===== config.mk =====
export PLATFORM = sky130hd
export DESIGN_NAME = ball_motion_engine
export DESIGN_NICKNAME = d
export VERILOG_FILES = /design/src/rtl/ball_motion_engine.sv
export SDC_FILE = /design/constraint.sdc
export NUM_CORES = 1
export LEC_CHECK = 0
export ABC_AREA = 1
export CORE_MARGIN = 2
export CORE_UTILIZATION = 30
export CTS_BUF_LIST = sky130_fd_sc_hd__clkbuf_4 sky130_fd_sc_hd__clkbuf_8
export DETAILED_ROUTE_END_ITERATION = 8
export DONT_BUFFER_PORTS = 1
export GPL_ROUTABILITY_DRIVEN = 0
export PLACE_DENSITY_LB_ADDON = 0.05
export SLEW_MARGIN = 5
export SYNTH_ARGS = -nofsm -noshare
export SYNTH_HDL_FRONTEND = slang
export SYNTH_SLANG_ARGS = --single-unit

===== constraint.sdc =====
create_clock -name px_clk -period 8.85 [get_ports px_clk]
set_input_delay 0.885 -clock px_clk [delete_from_list [all_inputs] [get_ports px_clk]]
set_output_delay 0.885 -clock px_clk [all_outputs]
set_load 0.01 [all_outputs]

===== src/rtl/ball_motion_engine.sv =====
// ball_motion_engine
//   Per-frame ball physics for the Pxs video pipeline. Owns the ball position,
//   direction and speed, advances them once per endframe tick while running,
//   clamps exactly at the walls and reports bounces to the sound block.
//
// Ports
//   px_clk      pixel clock (single clock domain)
//   rst_n       asynchronous active-low reset
//   endframe    1-cycle motion tick at the end of the visible frame
//   start       leave SERVE and begin motion
//   pause       level; ball frozen while high
//   serve       pulse; return ball to serve position and speed
//   inc_vel     pulse; request speed + 1 (sticky until the next RUN tick)
//   dec_vel     pulse; request speed - 1 (sticky until the next RUN tick)
//   x_ball      ball left edge
//   y_ball      ball top edge
//   dx, dy      direction, 0 = right/down, 1 = left/up
//   speed       pixels moved per tick on each axis
//   bounce_x    1-cycle pulse, vertical-wall bounce
//   bounce_y    1-cycle pulse, horizontal-wall bounce
//   bounce_cnt  total bounces, wraps 255 -> 0
//   running     high in RUN
//   state_dbg   current FSM state: 0 = SERVE, 1 = RUN, 2 = PAUSE
//
// Handshake: there is no valid/ready flow here; every control input is
// sampled on each px_clk rising edge, with priority serve > pause > start.
module ball_motion_engine #(
  parameter int H_ACTIVE   = 640,
  parameter int V_ACTIVE   = 480,
  parameter int SIZE_BALL  = 16,
  parameter int BORDER     = 0,
  parameter int POS_W      = 10,
  parameter int SPEED_W    = 5,
  parameter int SPEED_INIT = 1,
  parameter int SPEED_MAX  = 20,
  parameter int X_INIT     = (H_ACTIVE - SIZE_BALL) / 4,
  parameter int Y_INIT     = (V_ACTIVE - SIZE_BALL) / 2
) (
  input  logic               px_clk,
  input  logic               rst_n,
  input  logic               endframe,
  input  logic               start,
  input  logic               pause,
  input  logic               serve,
  input  logic               inc_vel,
  input  logic               dec_vel,
  output logic [POS_W-1:0]   x_ball,
  output logic [POS_W-1:0]   y_ball,
  output logic               dx,
  output logic               dy,
  output logic [SPEED_W-1:0] speed,
  output logic               bounce_x,
  output logic               bounce_y,
  output logic [7:0]         bounce_cnt,
  output logic               running,
  output logic [1:0]         state_dbg
);

  localparam int X_MIN = BORDER;
  localparam int Y_MIN = BORDER;
  localparam int X_MAX = H_ACTIVE - SIZE_BALL - BORDER;
  localparam int Y_MAX = V_ACTIVE - SIZE_BALL - BORDER;

  localparam logic [POS_W:0]   X_MIN_W      = (POS_W+1)'(X_MIN);
  localparam logic [POS_W:0]   Y_MIN_W      = (POS_W+1)'(Y_MIN);
  localparam logic [POS_W:0]   X_MAX_W      = (POS_W+1)'(X_MAX);
  localparam logic [POS_W:0]   Y_MAX_W      = (POS_W+1)'(Y_MAX);
  localparam logic [POS_W-1:0] X_INIT_P     = POS_W'(X_INIT);
  localparam logic [POS_W-1:0] Y_INIT_P     = POS_W'(Y_INIT);
  localparam logic [SPEED_W-1:0] SPEED_INIT_P = SPEED_W'(SPEED_INIT);
  localparam logic [SPEED_W-1:0] SPEED_MAX_P  = SPEED_W'(SPEED_MAX);

  // Parameter sanity, caught at elaboration.
  if (X_MAX <= X_MIN || Y_MAX <= Y_MIN) begin : g_bad_field
    $error("ball_motion_engine: playfield has no room for the ball");
  end
  if (SPEED_MAX >= (2 ** SPEED_W) || SPEED_W > POS_W) begin : g_bad_speed
    $error("ball_motion_engine: SPEED_MAX does not fit the speed width");
  end
  if (X_MAX >= (2 ** POS_W) || Y_MAX >= (2 ** POS_W)) begin : g_bad_pos
    $error("ball_motion_engine: POS_W too narrow for the playfield");
  end
  if (X_INIT < X_MIN || X_INIT > X_MAX || Y_INIT < Y_MIN || Y_INIT > Y_MAX) begin : g_bad_init
    $error("ball_motion_engine: serve position outside the playfield");
  end
  if (SPEED_INIT < 0 || SPEED_INIT > SPEED_MAX) begin : g_bad_sinit
    $error("ball_motion_engine: SPEED_INIT outside [0, SPEED_MAX]");
  end

  typedef enum logic [1:0] {
    ST_SERVE = 2'd0,
    ST_RUN   = 2'd1,
    ST_PAUSE = 2'd2
  } state_t;

  state_t state, state_nx;
  logic   inc_flag, dec_flag;
  logic   req_inc, req_dec;
  logic   tick, reload;
  logic [POS_W:0]   spd_ext;
  logic [POS_W+1:0] x_step, y_step;
  logic [SPEED_W-1:0] speed_nx;

  // One axis step. Returns {bounce, new_dir, new_pos}. Arithmetic is one bit
  // wider than the position so the wall comparisons never wrap.
  function automatic logic [POS_W+1:0] step_axis(
    input logic [POS_W-1:0] pos,
    input logic             dir,
    input logic [POS_W:0]   spd,
    input logic [POS_W:0]   lo,
    input logic [POS_W:0]   hi
  );
    logic [POS_W:0] p;
    logic [POS_W:0] sum;
    logic [POS_W:0] lim;
    p   = {1'b0, pos};
    sum = p + spd;
    lim = lo + spd;
    if (!dir) begin
      if (sum >= hi && spd != '0) step_axis = {1'b1, 1'b1, hi[POS_W-1:0]};
      else                        step_axis = {1'b0, 1'b0, sum[POS_W-1:0]};
    end else begin
      if (p <= lim && spd != '0) begin
        step_axis = {1'b1, 1'b0, lo[POS_W-1:0]};
      end else begin
        sum       = p - spd;
        step_axis = {1'b0, 1'b1, sum[POS_W-1:0]};
      end
    end
  endfunction

  always_comb begin
    state_nx = state;
    case (state)
      ST_SERVE: if (!serve && !pause && start) state_nx = ST_RUN;
      ST_RUN: begin
        if (serve)      state_nx = ST_SERVE;
        else if (pause) state_nx = ST_PAUSE;
      end
      ST_PAUSE: begin
        if (serve)       state_nx = ST_SERVE;
        else if (!pause) state_nx = ST_RUN;
      end
      default: state_nx = ST_SERVE;
    endcase

    // Motion only when RUN holds across the edge that sees endframe.
    tick   = endframe && (state == ST_RUN) && (state_nx == ST_RUN);
    // Sitting in (or entering) SERVE keeps the serve values loaded.
    reload = (state_nx == ST_SERVE);

    spd_ext = {{(POS_W+1-SPEED_W){1'b0}}, speed};
    x_step  = step_axis(x_ball, dx, spd_ext, X_MIN_W, X_MAX_W);
    y_step  = step_axis(y_ball, dy, spd_ext, Y_MIN_W, Y_MAX_W);

    // A pulse arriving on the tick edge itself counts toward that tick.
    req_inc = inc_flag | (inc_vel && (state != ST_SERVE));
    req_dec = dec_flag | (dec_vel && (state != ST_SERVE));

    speed_nx = speed;
    if (req_inc && !req_dec && speed < SPEED_MAX_P)  speed_nx = speed + SPEED_W'(1);
    else if (req_dec && !req_inc && speed != '0)     speed_nx = speed - SPEED_W'(1);
  end

  always_ff @(posedge px_clk or negedge rst_n) begin
    if (!rst_n) begin
      state      <= ST_SERVE;
      x_ball     <= X_INIT_P;
      y_ball     <= Y_INIT_P;
      dx         <= 1'b0;
      dy         <= 1'b0;
      speed      <= SPEED_INIT_P;
      bounce_x   <= 1'b0;
      bounce_y   <= 1'b0;
      bounce_cnt <= 8'd0;
      inc_flag   <= 1'b0;
      dec_flag   <= 1'b0;
    end else begin
      state    <= state_nx;
      bounce_x <= 1'b0;
      bounce_y <= 1'b0;
      if (reload) begin
        x_ball   <= X_INIT_P;
        y_ball   <= Y_INIT_P;
        dx       <= 1'b0;
        dy       <= 1'b0;
        speed    <= SPEED_INIT_P;
        inc_flag <= 1'b0;
        dec_flag <= 1'b0;
      end else if (tick) begin
        x_ball     <= x_step[POS_W-1:0];
        dx         <= x_step[POS_W];
        bounce_x   <= x_step[POS_W+1];
        y_ball     <= y_step[POS_W-1:0];
        dy         <= y_step[POS_W];
        bounce_y   <= y_step[POS_W+1];
        bounce_cnt <= bounce_cnt + 8'(x_step[POS_W+1]) + 8'(y_step[POS_W+1]);
        speed      <= speed_nx;
        inc_flag   <= 1'b0;
        dec_flag   <= 1'b0;
      end else begin
        inc_flag <= req_inc;
        dec_flag <= req_dec;
      end
    end
  end

  assign running   = (state == ST_RUN);
  assign state_dbg = state;

endmodule


==> summary.md, run 1 <==
| Metric | Value |
|---|---|
| Area leader, netlist | `dfrtp_1` |
| Status | `complete, no violations` |
| Post-synth top flop | `dfrtp_1` |
| #FFs+latches synth | `41` |
| Via count | `between 3000 and 4000` |
| Worst Tran Pin Value | `606 ps` |
| Crit start category | `flop` |
| ANT nets after route | `0` |
| Async set or reset register ratio after synthesis | `1.00` |
| DRC | `0` |
| Worst setup EP type | `flop` |
| Dpl cell area | `3720 um2` |
| Buf/Inv on CP | `4` |
| Clock skew | `6.29 ps` |
| Final Cell Area | `between 3000 and 4000 um2` |
| Final Worst Setup Slack | `4940 ps` |
| Antenna cells | `0` |
| Synth warn | `0` |
| RSZ-0062 raised after global routing | `false` |
| Multi-input logic area | `2250 um2` |
| Yosys cell types | `36` |
| Max Cap Viol | `0` |
| Fin util | `0.322` |
| Resized Gates After CTS | `0` |
| Half-perimeter wire length after placement | `8470 um` |
| H-tree levels | `2` |
| Max incr delay on CP | `approximately 700 ps` |
| # hold bufs at CTS | `0` |
| Initial antenna violation count | `0` |
| Lkg Pwr | `approximately 2 nW` |
| First-pass GRT wire length | `18300 um` |
| Boundary Pins | `48` |
| Final period utilization | `0.442` |
| Vias per cell | `about 5.0` |
| Fillers | `1322` |
| Mean Syn Cell Area | `7.00 um2` |
| Reg clk slew, reported paths | `approximately 100 ps` |
| Worst-path fanout max | `10` |
| Area Growth Syn to Fin | `5.51%` |
| FF/Latch Area | `1040 um2` |
| Worst-Skew Late Latency | `310 ps` |
| Headroom to the max-slew limit | `0.594` |
| Setup CP Type | `flop to flop` |
| Arr. time, crit path | `4120 ps` |
| Worst slack at placement | `4930 ps` |
| Crit-path slowest cell | `dfstp_2` |
| Starting DRT DRC Count | `111` |
| Maximum vdd drop | `approximately 0.089 mV` |
| Post-CTS Setup Repair Bufs | `0` |
| Total core area | `11900 um2` |
| Die height | `roughly 110 um` |
| Slack of the worst reg-to-reg path | `4940 ps` |
| CTS root buf | `clkbuf_8` |
| Die area | `13000 um2` |
| TritonCTS clock tree | `done` |
| Clock buffer depth | `2` |
| Most frequent cells after synthesis | `nand2_1, nand3_1, inv_1, nor2_1, dfrtp_1` |
| Largest net degree at the start of global routing | `between 40 and 50` |
| Synthesized area | `3630 um2` |
| Num CTS Buffers | `5` |
| Cell row count | `40` |
| Tmin final | `3910 ps` |
| Final Hold Viols | `0` |
| Register area share after synthesis | `0.286` |
| Count leader, synth | `nand2_1` |
| Worst Hold Class | `input port to asynchronous set/reset pin` |
| Detailed Routing Iterations Pass 1 | `4` |
| CTS Sinks | `41` |
| Routed WL | `11000 um` |
| Total negative slack | `0 ps` |
| Die span in x | `about 110 um` |
| Top post-synthesis cells by area | `dfrtp_1, nand2_1, ha_1, nand3_1, dfstp_2` |
| Fmax | `about 260 MHz` |
| Share of cells above drive strength 1 | `0.107` |
| WP data required | `9060 ps` |
| Post-Synthesis Cells | `519` |
| Total GRT Usage | `0.181` |
| Starting Density | `0.305` |
| Final setup vio count | `0` |
| P per Cell Area | `110 nW/um2` |
| Post-synth EDFFs | `0` |
| Wire per inst | `around 17 um` |
| Syn nets | `approximately 560` |
| Share of the synthesized area in the top cell type | `0.221` |
| Vias in the first global route | `roughly 3500` |
| Congestion Overflow GR | `0` |
| Total Nets Final | `550` |
| Cell Chain, Critical Path | `ha_1 -> inv_1 -> fa_1 -> inv_1 -> nand2_1 -> nand2_2 -> nand3b_1 -> nand3_1 -> nand3_1 -> nor2_1 -> nand3_1 -> nand2_2 -> nand2_4 -> nand2_2 -> nand2_2 -> fa_1 -> inv_1 -> ha_1 -> inv_1 -> nor2_1 -> nand2_1 -> nor2_1 -> nand3_1 -> xnor2_1` |
| PortBufs | `0` |
| Max Slew Vio Count | `0` |
| Crit-path leading delay family | `simple AND/OR/NAND/NOR gates` |
## path summary, 6_finish.rpt
kind	from	end	cells after the start
worst max-delay path	speed[0]$_DFFE_PN1P_	bounce_cnt[6]$_DFFE_PN0P_	24
worst min-delay path	rst_n	y_ball[1]$_DFFE_PN0P_	0
worst max register to register	speed[0]$_DFFE_PN1P_	bounce_cnt[6]$_DFFE_PN0P_	24
worst min register to register	inc_flag$_DFF_PN0_	inc_flag$_DFF_PN0_	2
max in group asynchronous	rst_n	x_ball[7]$_DFFE_PN1P_	0
min in group px_clk	inc_flag$_DFF_PN0_	inc_flag$_DFF_PN0_	2
## stage by stage
step                power [mW]  std cells  hold WS (ps)
floorplan                0.244        519           479
global placement         0.262        652           498
detailed placement       0.262        652           503
CTS                      0.428        660           235
global route             0.440        660           240
finish                   0.423        660           258
## logic make-up (layout without fill, tap and decap cells)
group / Yosys count / count (layout) / synth area share
buffers and inverters: 78 / 72 / 0.0934
and+or+nand+nor: 289 / 289 / 0.357
adders and majority gates: 30 / 30 / 0.116
DFF: 41 / 41 / 0.286
AOI/OAI and AO/OA: 58 / 58 / 0.0923
xor gates and xnor gates: 23 / 23 / 0.0555
## power by group
group          total (mW)  switching [mW]  internal [mW]
Combinational      0.0594          0.0392         0.0202
Clock               0.165          0.0801         0.0846
Sequential          0.199         0.00745          0.191
## flip-flops by register name, summed over array words and instances (netlist names)
register / flops
inc_flag: 1
dec_flag: 1
x_ball: 10
bounce_cnt: 8
bounce_y: 1
dx: 1
y_ball: 10
bounce_x: 1
state_dbg: 2
dy: 1
speed: 5
## layout make-up
class	instances	share of cell area
multi-input combinational	400	0.589
inverter	64	0.0627
sequential	41	0.271
clock inverter	3	0.0121
clock buffer	5	0.0180
tap	147	0.0480
## cell usage in the layout, fill, tap and decap left out, drive strengths merged, types with 3 or more instances in the layout
cell type  Yosys  layout
clkinv         2       3
ha            24      24
clkbuf         1       5
dfstp          9       9
nand4         11      11
xnor2          4       4
fa             6       6
nand3b         3       3
inv           62      62
nand2        160     160
o21ai         26      26
nand3         59      59
a21oi         24      24
nor2          48      48
xor2          19      19
o22ai          4       4
nor3           6       6
dfrtp         32      32
## worst reg2reg max path, delay by kind of cell, from the launching register on
| kind | cells | cell delay (ps) |
|---|---|---|
| buf+inv | 4 | 270 |
| fa+ha+maj | 4 | 1220 |
| xor+xnor | 1 | 130 |
| flops | 1 | 680 |
| simple gates | 15 | 1500 |
## routing by layer
metal  vias up  share of wire  track usage
li1       1649              -            -
met1      1584           0.44        0.214
met2        57           0.51        0.325
met3        18          0.030       0.0308
met4         0          0.023       0.0683
met5         -              0            0
Power figures use the tool's default switching activity.
==> run 2: changes to the inputs <==
==> constraint.sdc (replaced) <==
create_clock -name px_clk -period 4.1 [get_ports px_clk]
set_input_delay 0.41 -clock px_clk [delete_from_list [all_inputs] [get_ports px_clk]]
set_output_delay 0.41 -clock px_clk [all_outputs]
set_load 0.01 [all_outputs]
==> summary.md, run 2 (synthesis gave the netlist of run 1 again) <==
| Metric | Value |
|---|---|
| Status | `complete, no violations` |
| Buf/Inv on CP | `4 (unchanged)` |
| Share of cells above drive strength 1 | `0.125 (+0.0178)` |
| Vias in the first global route | `3509 (+1.6%)` |
| Clock buffer depth | `2 (unchanged)` |
| Detailed Routing Iterations Pass 1 | `4 (unchanged)` |
| Maximum vdd drop | `0.115 mV (+29%)` |
| Cell Chain, Critical Path | `inv_1 -> ha_1 -> inv_2 -> a21oi_2 -> nand2_1 -> nand2_1 -> nand2_1 -> nand3_1 -> nand3_1 -> o21ai_2 -> nand2_4 -> nand2_4 -> nand2_4 -> fa_1 -> inv_1 -> ha_1 -> inv_1 -> nor2_1 -> nand2_1 -> nor2_1 -> nand3_1 -> xnor2_1` |
| Tmin final | `3720 ps (-194 ps)` |
| Initial antenna violation count | `0 (unchanged)` |
| Antenna cells | `0 (unchanged)` |
| First-pass GRT wire length | `18300 um (unchanged)` |
| Final period utilization | `0.907 (+0.465)` |
| CTS Sinks | `41 (unchanged)` |
| Die height | `114 um (unchanged)` |
| Biggest regs | `x_ball x10, y_ball x10, bounce_cnt x8` |
| Worst-path fanout max | `8 (-2)` |
| Final setup vio count | `0 (unchanged)` |
| Total negative slack | `0 ps (unchanged)` |
| P per Cell Area | `238 nW/um2 (+120%)` |
| Total GRT Usage | `0.182 (+0.00102)` |
| Headroom to the max-slew limit | `0.609 (+0.0154)` |
| Worst-Skew Late Latency | `320 ps (about the same)` |
| Routed WL | `11000 um (-0.41%)` |
| Reg-to-Reg Start | `speed[3]$_DFFE_PN0P_` |
| Fin util | `0.329 (+0.00714)` |
| Lkg Pwr | `2.04 nW (+2.0%)` |
| Arr. time, crit path | `3930 ps (-190 ps)` |
| Total core area | `11900 um2 (unchanged)` |
| Starting DRT DRC Count | `125 (+13%)` |
| Uppermost routed layer | `met4` |
| Max incr delay on CP | `550 ps (-130 ps)` |
| CTS root buf | `clkbuf_8` |
| Reg clk slew, reported paths | `90 ps (about the same)` |
| Crit-path slowest cell | `dfrtp_1` |
| Final Worst Setup Slack | `382 ps (-4560 ps)` |
| Fmax | `269 MHz (+5.2%)` |
| Starting Density | `0.305 (unchanged)` |
| Worst Hold Class | `input port to flop` |
| Area Growth Syn to Fin | `7.86%` |
| Hold_sp | `pause` |
| Max Slew Vio Count | `0 (unchanged)` |
| Half-perimeter wire length after placement | `8580 um (+1.3%)` |
| Placed cell count | `657 (+0.77%)` |
| Metal3 WL | `391 um (+18%)` |
| Clock skew | `4.49 ps (-1.80 ps)` |
| Num CTS Buffers | `5 (unchanged)` |
| Die span in x | `114 um (unchanged)` |
| Most frequent cells in the layout | `nand2_1, nand3_1, inv_1` |
| H-tree levels | `2 (unchanged)` |
| Die area | `13000 um2 (unchanged)` |
| Max Cap Viol | `0 (unchanged)` |
| DRC | `0 (unchanged)` |
| Tot Pwr | `931 uW (+120%)` |
| Vias per cell | `4.92 (-1.8%)` |
| RSZ-0062 raised after global routing | `false` |
| Setup crit start | `speed[3]$_DFFE_PN0P_` |
| Most used cell, CP | `nand2_1` |
| PortBufs | `0 (unchanged)` |
| ANT nets after route | `0 (unchanged)` |
| WP data required | `4310 ps (-4750 ps)` |
| Crit start category | `flop` |
| Boundary Pins | `48 (unchanged)` |
| Worst setup EP type | `flop` |
| Non-Filler Instances | `667 (+1.1%)` |
| Total Nets Final | `557 (+1.3%)` |
| Post-CTS Setup Repair Bufs | `0 (unchanged)` |
| Met1 wire length | `4750 um (-1.7%)` |
| Worst Tran Pin Value | `583 ps (-22.9 ps)` |
| TritonCTS clock tree | `done` |
| Via count | `3283 (-0.76%)` |
| Setup CP Type | `flop to flop` |
| Wire per inst | `16.4 um (-1.5%)` |
| Final Hold Viols | `0 (unchanged)` |
| Worst slack at placement | `253 ps (-4680 ps)` |
| Congestion Overflow GR | `0 (unchanged)` |
| Largest net degree at the start of global routing | `42 (unchanged)` |
| Commonest non-fill, non-tap cell in the layout | `nand2_1` |
| WL met2 | `5570 um (-0.27%)` |
| Cell row count | `40 (unchanged)` |
| Crit-path leading delay family | `simple AND/OR/NAND/NOR gates` |
-- run 2: changes by cell type in the layout (fill, tap and decap cells not counted), sizes merged --
| cell | delta |
|---|---|
| buf | +6 |
| dlygate4sd3 | +1 |
-- run 2: path summary, 6_finish.rpt --
kind                       cells after the start                        end  slack [ps]
setup / recovery                              22  bounce_cnt[6]$_DFFE_PN0P_         380
hold / removal                                 2     state_dbg[1]$_DFF_PN0_         240
setup reg to reg                              22  bounce_cnt[6]$_DFFE_PN0P_         380
hold reg to reg                                2         inc_flag$_DFF_PN0_         530
max in group asynchronous                      2      x_ball[7]$_DFFE_PN1P_        3240
min in group asynchronous                      2      y_ball[1]$_DFFE_PN0P_         560
-- run 2: metrics by stage --
stage	instance area, um2	hold WS [ps]
floorplan	3630	114
global placement	3750	116
detailed placement	3750	116
CTS	3910	227
global route	3920	238
finish	3920	244
-- run 2: timing repair --
action / 4_1_cts / 5_1_grt
hold buffers: 2 / 0
endpoints found under the hold margin: 41 / 0
setup endpoints to repair: 0 / 2
gates resized for setup: 0 / 4
-- run 2: cell type report --
| cell class | instances | area, um2 |
|---|---|---|
| tap | 147 | 184 |
| fill | 1322 | 8000 |
| sequential | 41 | 1040 |
| inverter | 64 | 240 |
| multi-input combinational | 400 | 2260 |
| timing repair buffer | 7 | 75.1 |
| clock buffer | 5 | 68.8 |
| clock inverter | 3 | 46.3 |
-- run 2: report_power, final --
group	leakage (nW)	internal (mW)	switching [mW]
combinational	1.45	0.0553	0.108
clock	0.0543	0.182	0.169
sequential	0.534	0.412	0.00411
-- run 2: metal layers --
layer / up-vias / global-route usage
li1: 1667 / -
met1: 1550 / 0.219
met2: 53 / 0.322
met3: 13 / 0.0372
met4: 0 / 0.0602
met5: - / 0
==> run 3: changes to the inputs <==
--- a/config.mk
+++ b/config.mk
@@ -11,7 +11,6 @@
 export CTS_BUF_LIST = sky130_fd_sc_hd__clkbuf_4 sky130_fd_sc_hd__clkbuf_8
 export DETAILED_ROUTE_END_ITERATION = 8
 export DONT_BUFFER_PORTS = 1
-export GPL_ROUTABILITY_DRIVEN = 0
 export PLACE_DENSITY_LB_ADDON = 0.05
 export SLEW_MARGIN = 5
 export SYNTH_ARGS = -nofsm -noshare
==> results of run 3 <==
Final layout, timing and power as in run 2 (identical DEF).
